[config.mk]
export PLATFORM = sky130hd
export DESIGN_NAME = memory_arbiter
export DESIGN_NICKNAME = d
export VERILOG_FILES = /design/src/rtl/memory_arbiter_pkg.sv /design/src/rtl/memory_arbiter.sv
export SDC_FILE = /design/constraint.sdc
export NUM_CORES = 1
export LEC_CHECK = 0
export CAP_MARGIN = 0
export CORE_AREA = 2 2 207 209
export DETAILED_ROUTE_END_ITERATION = 6
export DIE_AREA = 0 0 209 211
export PLACE_DENSITY = 0.39
export SYNTH_ARGS = -nofsm -noshare
export SYNTH_HDL_FRONTEND = slang
export SYNTH_SLANG_ARGS = --single-unit
[constraint.sdc]
create_clock -name clock -period 1.8 [get_ports clock]
set_input_delay 0.27 -clock clock [delete_from_list [all_inputs] [get_ports clock]]
set_output_delay 0.27 -clock clock [all_outputs]
set_load 0.02 [all_outputs]
[src/rtl/memory_arbiter_pkg.sv]
// rtl/memory_arbiter_pkg.sv - shared types and constants for the memory bus arbiter
package memory_arbiter_pkg;

    // Arbiter grant state: idle, fetch granted, load/store granted
    typedef enum logic [1:0] {
        ArbIdle = 2'd0,
        ArbInst = 2'd1,
        ArbData = 2'd2
    } arb_state_t;

    // Width of the consecutive-data-grant counter (holds 0..15)
    localparam int STREAK_W = 4;

endpackage

[src/rtl/memory_arbiter.sv]
// rtl/memory_arbiter.sv - two-requester memory bus arbiter with data priority and fetch anti-starvation
module memory_arbiter
    import memory_arbiter_pkg::*;
#(
    parameter int DATA_SIZE       = 64,
    parameter int ADDR_SIZE       = 64,
    parameter int BYTE_NUM        = DATA_SIZE / 8,
    parameter int MAX_DATA_STREAK = 4
) (
    input  logic                 clock,
    input  logic                 reset_n,
    input  logic                 inst_rd_en,
    input  logic [ADDR_SIZE-1:0] inst_addr,
    output logic [DATA_SIZE-1:0] inst_rd_data,
    output logic                 inst_ack,
    input  logic                 data_rd_en,
    input  logic                 data_wr_en,
    input  logic [ADDR_SIZE-1:0] data_addr,
    input  logic [DATA_SIZE-1:0] data_wr_data,
    input  logic [BYTE_NUM-1:0]  data_byte_en,
    output logic [DATA_SIZE-1:0] data_rd_data,
    output logic                 data_ack,
    output logic                 mem_rd_en,
    output logic                 mem_wr_en,
    output logic [ADDR_SIZE-1:0] mem_addr,
    output logic [DATA_SIZE-1:0] mem_wr_data,
    output logic [BYTE_NUM-1:0]  mem_byte_en,
    input  logic [DATA_SIZE-1:0] mem_rd_data,
    input  logic                 mem_ack,
    output logic                 busy
);

    localparam logic [STREAK_W-1:0] STREAK_MAX = STREAK_W'(MAX_DATA_STREAK);

    arb_state_t          state_q, state_d;
    logic [STREAK_W-1:0] streak_q, streak_d;
    logic                drop_q, drop_d;

    logic data_req;
    logic inst_starved;
    logic granted_strobe;

    assign data_req     = data_rd_en | data_wr_en;
    assign inst_starved = inst_rd_en && (streak_q == STREAK_MAX);

    // Current strobe of whichever requester owns the bus; low in idle
    always_comb begin
        granted_strobe = 1'b0;
        case (state_q)
            ArbInst: granted_strobe = inst_rd_en;
            ArbData: granted_strobe = data_req;
            default: granted_strobe = 1'b0;
        endcase
    end

    // State, streak counter and drop flag registers; reset abandons any transaction
    always_ff @(posedge clock or negedge reset_n) begin
        if (!reset_n) begin
            state_q  <= ArbIdle;
            streak_q <= '0;
            drop_q   <= 1'b0;
        end else begin
            state_q  <= state_d;
            streak_q <= streak_d;
            drop_q   <= drop_d;
        end
    end

    // Next-state: arbitrate only in idle, release the grant on mem_ack
    always_comb begin
        state_d  = state_q;
        streak_d = streak_q;
        drop_d   = drop_q;
        case (state_q)
            ArbIdle: begin
                drop_d = 1'b0;
                if (data_req && !inst_starved) begin
                    state_d = ArbData;
                    if (inst_rd_en) begin
                        streak_d = (streak_q >= STREAK_MAX) ? STREAK_MAX : streak_q + 1'b1;
                    end else begin
                        streak_d = '0;
                    end
                end else if (inst_rd_en) begin
                    state_d  = ArbInst;
                    streak_d = '0;
                end
            end
            ArbInst, ArbData: begin
                if (mem_ack) begin
                    state_d = ArbIdle;
                    drop_d  = 1'b0;
                end else if (!granted_strobe) begin
                    // A bus transaction cannot be aborted: hold the grant, remember to swallow its ack
                    drop_d = 1'b1;
                end
            end
            default: begin
                state_d = ArbIdle;
                drop_d  = 1'b0;
            end
        endcase
    end

    // Outputs: steer the granted requester onto the bus and route the ack/read data back
    always_comb begin
        mem_rd_en    = 1'b0;
        mem_wr_en    = 1'b0;
        mem_addr     = '0;
        mem_wr_data  = '0;
        mem_byte_en  = '0;
        inst_ack     = 1'b0;
        data_ack     = 1'b0;
        inst_rd_data = '0;
        data_rd_data = '0;
        busy         = 1'b0;
        case (state_q)
            ArbInst: begin
                busy        = 1'b1;
                mem_rd_en   = inst_rd_en;
                mem_addr    = inst_addr;
                mem_byte_en = '1;
                inst_ack    = mem_ack && granted_strobe && !drop_q;
                if (inst_ack) begin
                    inst_rd_data = mem_rd_data;
                end
            end
            ArbData: begin
                busy        = 1'b1;
                mem_rd_en   = data_rd_en;
                mem_wr_en   = data_wr_en;
                mem_addr    = data_addr;
                mem_wr_data = data_wr_data;
                mem_byte_en = data_byte_en;
                data_ack    = mem_ack && granted_strobe && !drop_q;
                if (data_ack) begin
                    data_rd_data = mem_rd_data;
                end
            end
            default: begin
                busy = 1'b0;
            end
        endcase
    end

endmodule

# After elaboration in Yosys (flattened, before gate mapping)

Cells that the tools add are included.

Flip-flop bits (word level): 7
Memories kept: 0
Memory bits (writable): 0
Latch bits: 0
Output and inout port bits: 269
Bits in read-only memories: 0

Shift operators: 0
Bitwise gates (word level): 1
Equality and inequality tests: 6
Reduce and logical (&&, ||, !) cells: 11
Order comparisons: 1
Add/subtract/negate cells: 1
$mul: 0
Muxes and demuxes: 23
Div/mod/pow operators: 0

Operator list:

| kind                  | count |
|---|---|
| $mux W64              | 4 |
| $pmux W64 S2          | 1 |
| $mux W4               | 4 |
| $pmux W8 S2           | 1 |
| $mux W1               | 7 |
| $mux W2               | 3 |
| $ne A3 B3 Y1 const B  | 2 |
| $add A4 B1 Y4 const B | 1 |
| $eq A4 B3 Y1 const B  | 1 |
| $ge A4 B3 Y1 const B  | 1 |
| $logic_and A1 B1 Y1   | 4 |
| $pmux W1 S2           | 2 |
| $pmux W2 S2           | 1 |
| $reduce_and A2 Y1     | 2 |
| $eq A2 B1 Y1 const B  | 1 |
| $eq A2 B2 Y1 const B  | 1 |
| $logic_not A1 Y1      | 2 |
| $logic_not A2 Y1      | 1 |
| $ne A2 B1 Y1 const B  | 1 |
| $reduce_bool A2 Y1    | 1 |
| $reduce_or A2 Y1      | 1 |
| $or A1 B1 Y1          | 1 |

# Depth between registers and ports, before layout

Gate-level depths: netlist (run 1).

Word-level depth: 6
Gate-level depth with buffers: 7

# Worst setup path after synthesis (run 1)

No wires, ideal clock.

Kind: register to output
Start point: register state_q[0]
End point: output data_rd_data[56]
Buffers on the path: 2
Path slack: -0.143 ns
Required time: 1.530 ns
Cell stages (with the launch flop): 7
Arrival: 1.673 ns
Cells stage by stage: dfrtp_1 inv_1 ha_1 and2b_1 buf_4 clkbuf_1 and3_1

Word-level cells in the longest chain between the ends: 6
Elaborated cells between the ends (all ways): 7
Classes of those cells: eq/ne: 2; mux: 3; reduce/logical: 2

Ends and longest elaborated chain:

| what                                         | line                                        | RTL |
|---|---|---|
| start, declared                              | memory_arbiter.sv:35                        | `arb_state_t state_q, state_d;` |
| start signal, assigned                       | memory_arbiter.sv:59                        | `state_q <= ArbIdle;` |
| start signal, assigned                       | memory_arbiter.sv:63                        | `state_q <= state_d;` |
| $eq A2 B2 Y1 or $eq A2 B1 Y1 (tied branches) | memory_arbiter.sv:49, memory_arbiter.sv:117 |  |
| $pmux W1 S2                                  | memory_arbiter.sv:49                        | `case (state_q)` |
| $logic_and A1 B1 Y1 (2 in a row)             | memory_arbiter.sv:135                       | `data_ack = mem_ack && granted_strobe && !drop_q;` |
| $mux W64                                     | memory_arbiter.sv:136                       | `if (data_ack) begin` |
| $mux W64 *                                   | memory_arbiter.sv:117                       | `case (state_q)` |
| end, declared                                | memory_arbiter.sv:21                        | `output logic [DATA_SIZE-1:0] data_rd_data,` |

Every way passes the cells marked *; elsewhere a longest branch is shown, timed or not.

# Final worst setup path (run 1)

Start point: register state_q[0]
End point: output data_rd_data[7]

Same word-level chain as after synthesis.

==> results summary, run 1 <==
The run finished, with violations left. The checks that failed: negative setup slack. The post-synthesis register bit count came out at 7. The number of warning messages in the yosys log came out at 0. The global-route usage over all layers came out at roughly an eighth. The number of clock buffers inserted by TritonCTS is 3. The number of global-route vias before repair came out at between 6,000 and 7,000. Derived from the worst setup path, the maximum achievable clock frequency is about 0.44 GHz. The layout net count came out at between 1,000 and 1,500.

The final critical delay including setup and external delays is roughly 2.3 ns. The worst max-slew margin expressed relative to the limit came out at about three quarters. The tightest hold path in the finished design has a slack of around 0.31 ns. The ratio of total power to cell area is roughly 1600 nW/um^2. From left edge to right edge, the die measures approximately 210 um.

The number of instances in the synthesized netlist is roughly 440. The number of distinct library cell variants in the gate-level netlist after synthesis is 32. The floorplan die height is ~210 um. The sequential standard cell area is around 180 sq um. The post-route fraction of the period consumed by the critical path came out at 127%. After detailed placement, the total cell area comes to around 9600 sq um. The fraction of layout cells with a size suffix above 1 came out at between 70% and 80%. The cell area after layout came out at 12,600 sq um. At the pin with the least slew margin, the transition time is ~0.38 ns. The synthesized net count is slightly above 700. After layout, the worst setup slack is -0.478 ns.

The min-delay analysis places its worst path in the category in2async. Setup repair after global routing could not meet its margin everywhere. The count of endpoints failing hold in the final timing report is 0. The number of vias in the routed layout came out at approximately 6,100. The number of antenna violations at the first check in global routing came out at 4. The worst-case vdd ir drop came out at around 860 uV.

The worst clock skew on the final layout came out at between 0.005 and 0.006 ns. The H-tree depth reported by CTS came out at 1. The number of max-cap violations is 0. The critical path arrival is 2.01 ns.

After clock tree synthesis, the clock-pin slew on the worst setup and hold paths is roughly 0.040 ns. The clock network latency to the later pin of the worst-skew pair came out at between 0.2 and 0.25 ns. Of all cell types, the one taking the most synthesized area is sky130_fd_sc_hd__and3_1. The total wire length came out at about 33 mm. The number of iterations in the first detailed-routing pass is 4. The maximum fanout along the worst path is 8.

The clock sink count is 7. The area occupied by multi-input gates is about 3800 sq um. The number of design rule violations left after detail routing came out at 0. The max-slew violation count came out at 0.

TritonCTS built the clock tree. The share of the Yosys chip area taken by registers is roughly 5.9%. The post-detailed-route wirelength per cell came out at approximately 20 um.

The cell area after synthesis is around 3000 sq um. Compared with the post-synthesis result, the final layout area differs by 320%. For this configuration, the core starts out at a cell density of 7.16%. By startpoint and endpoint, the worst setup path is classified as reg2out.

The ratio of routed vias to standard cells came out at between 3 and 4. The number of top-level pins came out at approximately 540. The worst setup path is captured at an output pin. The first-pass GRT wire length is around 44 mm. The global placer's final weighted congestion came out at ~0.79.

The number of buffers inserted by hold repair at cts came out at 0. The count of nets left with antenna violations once routing finished came out at 0. STA puts the critical path data required time at approximately 1.5 ns. The number of fill cells in the layout is around 4,400. The number of buffers inserted by port buffering came out at 538. The area enclosed by the die boundary is 44,100 sq um.

The number of standard-cell rows in the floorplan came out at between 70 and 80. The share of the synthesized area in the top cell type came out at between 20% and 30%. The analysis attributes to cell leakage a power of 0.00531 uW. Entering global routing, the biggest net connects 24 pins. The setup violation total in the final timing report is 268. The overall power came out at about 20,000 uW. The post-synthesis area per instance came out at between 6 and 7 sq um. CTS placed an instance of sky130_fd_sc_hd__clkbuf_16 at the clock tree root. The post-detailed-placement half-perimeter wirelength is approximately 22 mm. The area of the core is around 42,000 sq um. For this run the aggregate overflow at the end of global routing stands at 0. The detailed router's first-iteration violation count is 213. STA classifies the critical path startpoint as a flop. Sorting the synthesized cells by area gives the leading types as sky130_fd_sc_hd__and3_1 26%, sky130_fd_sc_hd__a22oi_1 16%, sky130_fd_sc_hd__nor2b_1 15%. The maximum clock path buffer count came out at 2.
==> layout make-up <==
class,count,area share (%)
flip-flops and latches,7,1.39
well taps,539,5.37
inverters,5,0.149
clock buffers,4,0.627
diodes,1,0.0199
repair buffers,686,62.4
multi-input cells,372,30.1
==> Yosys cell counts <==
cell type / instances
sky130_fd_sc_hd__a21boi_0: 1
sky130_fd_sc_hd__a21oi_1: 11
sky130_fd_sc_hd__a21oi_2: 1
sky130_fd_sc_hd__a22o_1: 1
sky130_fd_sc_hd__a22oi_1: 64
sky130_fd_sc_hd__a32o_1: 2
sky130_fd_sc_hd__and2_1: 68
sky130_fd_sc_hd__and2b_1: 1
sky130_fd_sc_hd__and3_1: 125
sky130_fd_sc_hd__and3_2: 3
sky130_fd_sc_hd__and4b_1: 1
sky130_fd_sc_hd__buf_1: 1
sky130_fd_sc_hd__buf_2: 13
sky130_fd_sc_hd__buf_4: 1
sky130_fd_sc_hd__buf_6: 7
sky130_fd_sc_hd__buf_8: 5
sky130_fd_sc_hd__clkbuf_1: 32
sky130_fd_sc_hd__dfrtp_1: 7
sky130_fd_sc_hd__ha_1: 5
sky130_fd_sc_hd__inv_1: 5
sky130_fd_sc_hd__mux2_2: 1
sky130_fd_sc_hd__nand2_1: 2
sky130_fd_sc_hd__nand2_2: 1
sky130_fd_sc_hd__nand2b_1: 3
sky130_fd_sc_hd__nor2_1: 2
sky130_fd_sc_hd__nor2b_1: 72
sky130_fd_sc_hd__nor4_1: 1
sky130_fd_sc_hd__o211a_1: 1
sky130_fd_sc_hd__o21a_1: 1
sky130_fd_sc_hd__o21ai_0: 3
sky130_fd_sc_hd__o31ai_1: 1
sky130_fd_sc_hd__or2b_1: 1
==> worst paths after layout <==
kind,endpoint,slack [ns],depth (start not counted),start
max,data_rd_data[7],-0.48,11,state_q[0]
min reg2reg,streak_q[3],0.53,1,streak_q[3]
max in group asynchronous,state_q[1],1.23,1,reset_n
min in group clock,streak_q[3],0.53,1,streak_q[3]
min,streak_q[3],0.31,1,reset_n
max reg2reg,drop_q,0.13,8,state_q[1]
==> logic make-up (layout without fill, tap and decap cells) <==
group / Yosys count / in the layout / synth area share [%]
AND/OR/NAND/NOR: 280 / 280 / 58.6
AO/OA/AOI/OAI: 86 / 86 / 20.8
buffers and inverters: 64 / 695 / 12.3
flip-flops: 7 / 7 / 5.86
adder cells (fa/ha/maj): 5 / 5 / 2.09
multiplexers: 1 / 1 / 0.377
other: 0 / 1 / 0
==> worst max-delay path, stage by stage, from the launching register on <==
cell and delay (ns):
sky130_fd_sc_hd__dfrtp_1 0.38, sky130_fd_sc_hd__inv_2 0.10, sky130_fd_sc_hd__ha_4 0.18, sky130_fd_sc_hd__buf_6 0.11
sky130_fd_sc_hd__nand2_4 0.05, sky130_fd_sc_hd__a21oi_4 0.14, sky130_fd_sc_hd__buf_6 0.13, sky130_fd_sc_hd__buf_8 0.10
sky130_fd_sc_hd__buf_12 0.11, sky130_fd_sc_hd__buf_12 0.13, sky130_fd_sc_hd__and3_4 0.20, sky130_fd_sc_hd__buf_6 0.12
==> what timing repair did <==
item | in CTS | in global routing
pin swaps | 25 | 60
cloned | 24 | 11
gates resized for setup | 1443 | 428
buffers inserted | 59 | 33
setup endpoints to repair | 268 | 268
==> power breakdown <==
part | leakage [uW] | switching (uW) | internal, uW
combinational | 0.00518 | 8450 | 10800
clock | 0.0000382 | 105 | 297
sequential | 0.0000924 | 32.1 | 208
total | 0.00531 | 8580 | 11300
==> layer usage <==
metal,vias to the layer above,track usage [%],wire length (um)
met3,17,1.93,2070
met1,2997,15.5,12500
met5,-,0,0
met2,287,26.1,17800
met4,0,1.82,516
li1,2845,-,-
==> state kept, by name, summed over array words and instances, names as in the netlist <==
name / count
state_q: 2
drop_q: 1
streak_q: 4
==> metrics by stage <==
| stage | std cells | util (%) | setup WS (ns) | TNS [ns] |
|---|---|---|---|---|
| after global routing | 1613 | 30.1 | -0.535 | -102.13 |
| after detailed placement | 1504 | 22.9 | -0.708 | -141.24 |
| after global placement | 1504 | 22.9 | -0.714 | -145.43 |
| after CTS | 1590 | 26.8 | -0.680 | -117.70 |
| final | 1614 | 30.1 | -0.478 | -87.21 |
| after floorplan | 443 | - | 0.0399 | 0 |
==> layout by cell type, fill, tap and decap left out, types with 2 or more instances in the layout <==
cell type	Yosys	layout
sky130_fd_sc_hd__nor2b_1	72	2
sky130_fd_sc_hd__and3_1	125	17
sky130_fd_sc_hd__o21ai_0	3	3
sky130_fd_sc_hd__a21oi_4	0	8
sky130_fd_sc_hd__nor2b_2	0	70
sky130_fd_sc_hd__and3_4	0	97
sky130_fd_sc_hd__a22oi_2	0	64
sky130_fd_sc_hd__a32o_1	2	2
sky130_fd_sc_hd__buf_12	0	31
sky130_fd_sc_hd__a21oi_1	11	3
sky130_fd_sc_hd__buf_4	1	43
sky130_fd_sc_hd__nand2b_1	3	3
sky130_fd_sc_hd__buf_16	0	16
sky130_fd_sc_hd__buf_2	13	27
sky130_fd_sc_hd__dfrtp_1	7	7
sky130_fd_sc_hd__clkdlybuf4s50_1	0	269
sky130_fd_sc_hd__inv_1	5	3
sky130_fd_sc_hd__inv_2	0	2
sky130_fd_sc_hd__and2_4	0	67
sky130_fd_sc_hd__buf_8	5	27
sky130_fd_sc_hd__and3_2	3	14
sky130_fd_sc_hd__clkbuf_16	0	14
sky130_fd_sc_hd__buf_6	7	260
sky130_fd_sc_hd__ha_1	5	2
sky130_fd_sc_hd__ha_4	0	3
sky130_fd_sc_hd__nand2_4	0	3
No activity file was read; power rests on OpenSTA's default activity.
==> inputs of run 2 (changes only) <==
- CORE_AREA: 2 2 207 209 -> 8 8 201 203
- PLACE_DENSITY: 0.39 -> 0.42
==> results summary, run 2 (synthesis gave the netlist of run 1 again) <==
The run finished, with violations left. The final reports fail on negative setup slack. The area occupied by multi-input gates came out at 3620 sq um (-4.2%). The overall power is 19,800 uW (-0.22%). The data required time of the critical path is 1.53 ns (about the same). The fraction of layout cells with a size suffix above 1 came out at 64.5% (-5.7 points). The number of buffers inserted by port buffering came out at 538 (unchanged). The critical path arrival is 1.91 ns (-0.10 ns). The pin count of the biggest net entering global routing is 41 (+71%). The number of diodes added for antenna fixing came out at 0 (-1). The initial core utilization was 8.05% (+0.89 points). The number of max-cap violations is 0 (unchanged). The ratio of routed vias to standard cells came out at 3.88 (+1.9%).

The post-detailed-route wirelength per cell is 22.1 um (+8.3%). Counting flops per register, the top entry is streak_q. The critical path's largest stage delay came to 0.39 ns (about the same).

Among cell families on the critical path, the largest total delay comes from buffers and inverters. The number of clock buffers inserted by TritonCTS is 3 (unchanged). The static power due to leakage was 0.00516 uW (-2.8%). The maximum fanout along the worst path came to 7 (-1).

The max-slew violation count is 0 (unchanged). In the layout the commonest cells are 269 x sky130_fd_sc_hd__clkdlybuf4s50_1, 192 x sky130_fd_sc_hd__buf_6, 82 x sky130_fd_sc_hd__buf_4. The sequential standard cell area is 175 sq um (unchanged).

The worst-margin pin slew is 0.442 ns (+0.0637 ns). The number of design rule violations left after detail routing came out at 0 (unchanged). The top achievable clock speed is 0.458 GHz (+4.3%). The area enclosed by the die boundary is 44,100 sq um (unchanged). The flip-flop count of the largest register after layout is 4 (unchanged). The buffering stage count on the worst path with inverters included was 6 (-1). The global placer's final weighted congestion is 0.746 (-5.2%).

The worst reg2reg path startpoint is state_q[1]. The aggregate global routing overflow was 0 (unchanged). The number of cells after detailed placement came out at 1,438 (-4.4%).

The post-route fraction of the period consumed by the critical path came out at 121% (-5.3 points). The final critical delay including setup and external delays came out at 2.18 ns (-0.0947 ns). The class of the worst hold path is in2async.

The worst-case vdd ir drop is 761 uV (-12%). The number of standard-cell rows in the floorplan is 71 (-5.3%). The detailed router's first-iteration violation count came out at 197 (-7.5%). The number of vias in the routed layout is 5,916 (-3.7%). The floorplan die height came out at 211 um (unchanged). The library cell used most frequently in the layout, excluding fill and tap cells, is sky130_fd_sc_hd__clkdlybuf4s50_1.

In the final layout, the registers with the most flip-flops are streak_q (4), state_q (2), drop_q (1). The number of iterations in the first detailed-routing pass is 4 (unchanged). The type of the setup path with the least slack is reg2out. The layout net count came to 1,326 (-1.8%). The number of buffers inserted by hold repair at cts came to 0 (unchanged).

The number of fill cells in the layout came out at 3,909 (-11%). The final-layout setup total negative slack came to -77.21 ns (+10.0 ns). The setup violation total in the final timing report was 257 (-4.1%). The ratio of total power to cell area is 1670 nW/um^2 (+5.6%).

The post-detailed-placement half-perimeter wirelength came out at 22.7 mm (+1.7%). The global-route usage over all layers was 12.1% (-1.2 points). The final worst slack is -0.384 ns (+0.0947 ns). The worst setup path is launched from a flop. The width of the die came to 209 um (unchanged). The clock network latency to the later pin of the worst-skew pair is 0.23 ns (about the same). TritonCTS built the clock tree. The worst max-slew margin expressed relative to the limit is 70.5% (-4.1 points). The clock sink count was 7 (unchanged). The first-pass GRT wire length is 41.4 mm (-6.1%).

The total wire length came to 33.6 mm (+2.3%). The worst hold slack across all endpoints is 0.352 ns (+0.0466 ns). The number of antenna violations at the first check in global routing came out at 0 (-4). The number of global-route vias before repair came out at 6,144 (-4.7%). The number of top-level pins came to 539 (unchanged). The number of standard cells in the layout, taps in and fillers out was 1,524 (-5.6%). On the critical path, the stage with the largest delay is an instance of sky130_fd_sc_hd__dfrtp_1. The clock slew at the register clock pins of the worst setup and hold paths was 0.04 ns (about the same).

The count of endpoints failing hold in the final timing report is 0 (unchanged). The most critical setup path has its startpoint at state_q[0]. The antenna violation net count after detailed routing came out at 0 (unchanged). The root buffer selected by CTS is sky130_fd_sc_hd__clkbuf_16. The critical path goes through buf_6 > ha_4 > buf_12 > buf_12 > buf_12 > buf_12 > a22oi_2 > nor2b_4 > buf_6.

STA classifies the critical path endpoint as an output pin. The maximum clock path buffer count was 2 (unchanged). Setup repair after global routing could not meet its margin everywhere. The post-synthesis to final-layout area growth is 297%. The area of the core came out at 37,100 sq um (-11%). The most common cell type on the critical path is sky130_fd_sc_hd__buf_12. The worst clock skew on the final layout is 0.00233 ns (-0.00278 ns).

The H-tree depth reported by CTS is 1 (unchanged).
run 2: cell count changes in the layout (fill, tap and decap cells not counted), sizes merged:
cell and delta:
buf -45, clkbuf +22, clkdlybuf4s15 -1, diode -1
run 2: repair_timing:
item                       in CTS  in global routing
resized for setup            1092                608
setup buffers                   9                 34
gates cloned                   10                 32
pin swaps                       7                 33
hold endpoints to repair        0                  0
setup endpoints to repair     269                269
run 2: final timing paths:
kind	end	slack [ns]	cells after the start
setup reg to reg	state_q[1]	0.02	8
min in group clock	streak_q[1]	0.53	1
setup / recovery	mem_addr[34]	-0.38	9
hold / removal	drop_q	0.35	1
max in group asynchronous	streak_q[3]	1.14	1
hold reg to reg	streak_q[1]	0.53	1
run 2: metrics by stage:
| stage | utilization, % | instance area, sq um | setup slack (ns) |
|---|---|---|---|
| finish | 32.0 | 11900 | -0.384 |
| detailed placement | 25.5 | 9480 | -0.696 |
| CTS | 26.3 | 9750 | -0.443 |
| floorplan | - | 3320 | 0.0399 |
| global route | 32.0 | 11900 | -0.463 |
| global placement | 25.5 | 9480 | -0.735 |
run 2: area by class of cell:
type	instances	area share [%]
repair buffers	662	62.2
multi-input cells	372	30.5
well taps	474	5.00
flip-flops and latches	7	1.48
clock buffers	4	0.664
inverters	5	0.158
run 2: routing by layer:
metal / wire length (um) / part of all wire (%) / vias to the layer above / global-route usage [%]
li1: - / - / 2804 / -
met1: 12500 / 37 / 2792 / 12.6
met2: 18200 / 54 / 297 / 23.8
met3: 2590 / 7.7 / 23 / 4.04
met4: 372 / 1.1 / 0 / 1.43
met5: 0 / 0 / - / 0
run 2: power by group:
group	switching (uW)	internal [uW]	total, uW
Sequential	37.7	208	245
Combinational	8540	10600	19200
Clock	87.4	295	382
Total	8660	11100	19800
run 2: worst register-to-register path, stage by stage (launching register included):
cell	delay, ns
sky130_fd_sc_hd__dfrtp_1	0.41
sky130_fd_sc_hd__inv_2	0.12
sky130_fd_sc_hd__ha_4	0.22
sky130_fd_sc_hd__buf_12	0.13
sky130_fd_sc_hd__buf_4	0.13
sky130_fd_sc_hd__buf_8	0.13
sky130_fd_sc_hd__nand2b_1	0.17
sky130_fd_sc_hd__o21ai_0	0.12
sky130_fd_sc_hd__a32o_1	0.22
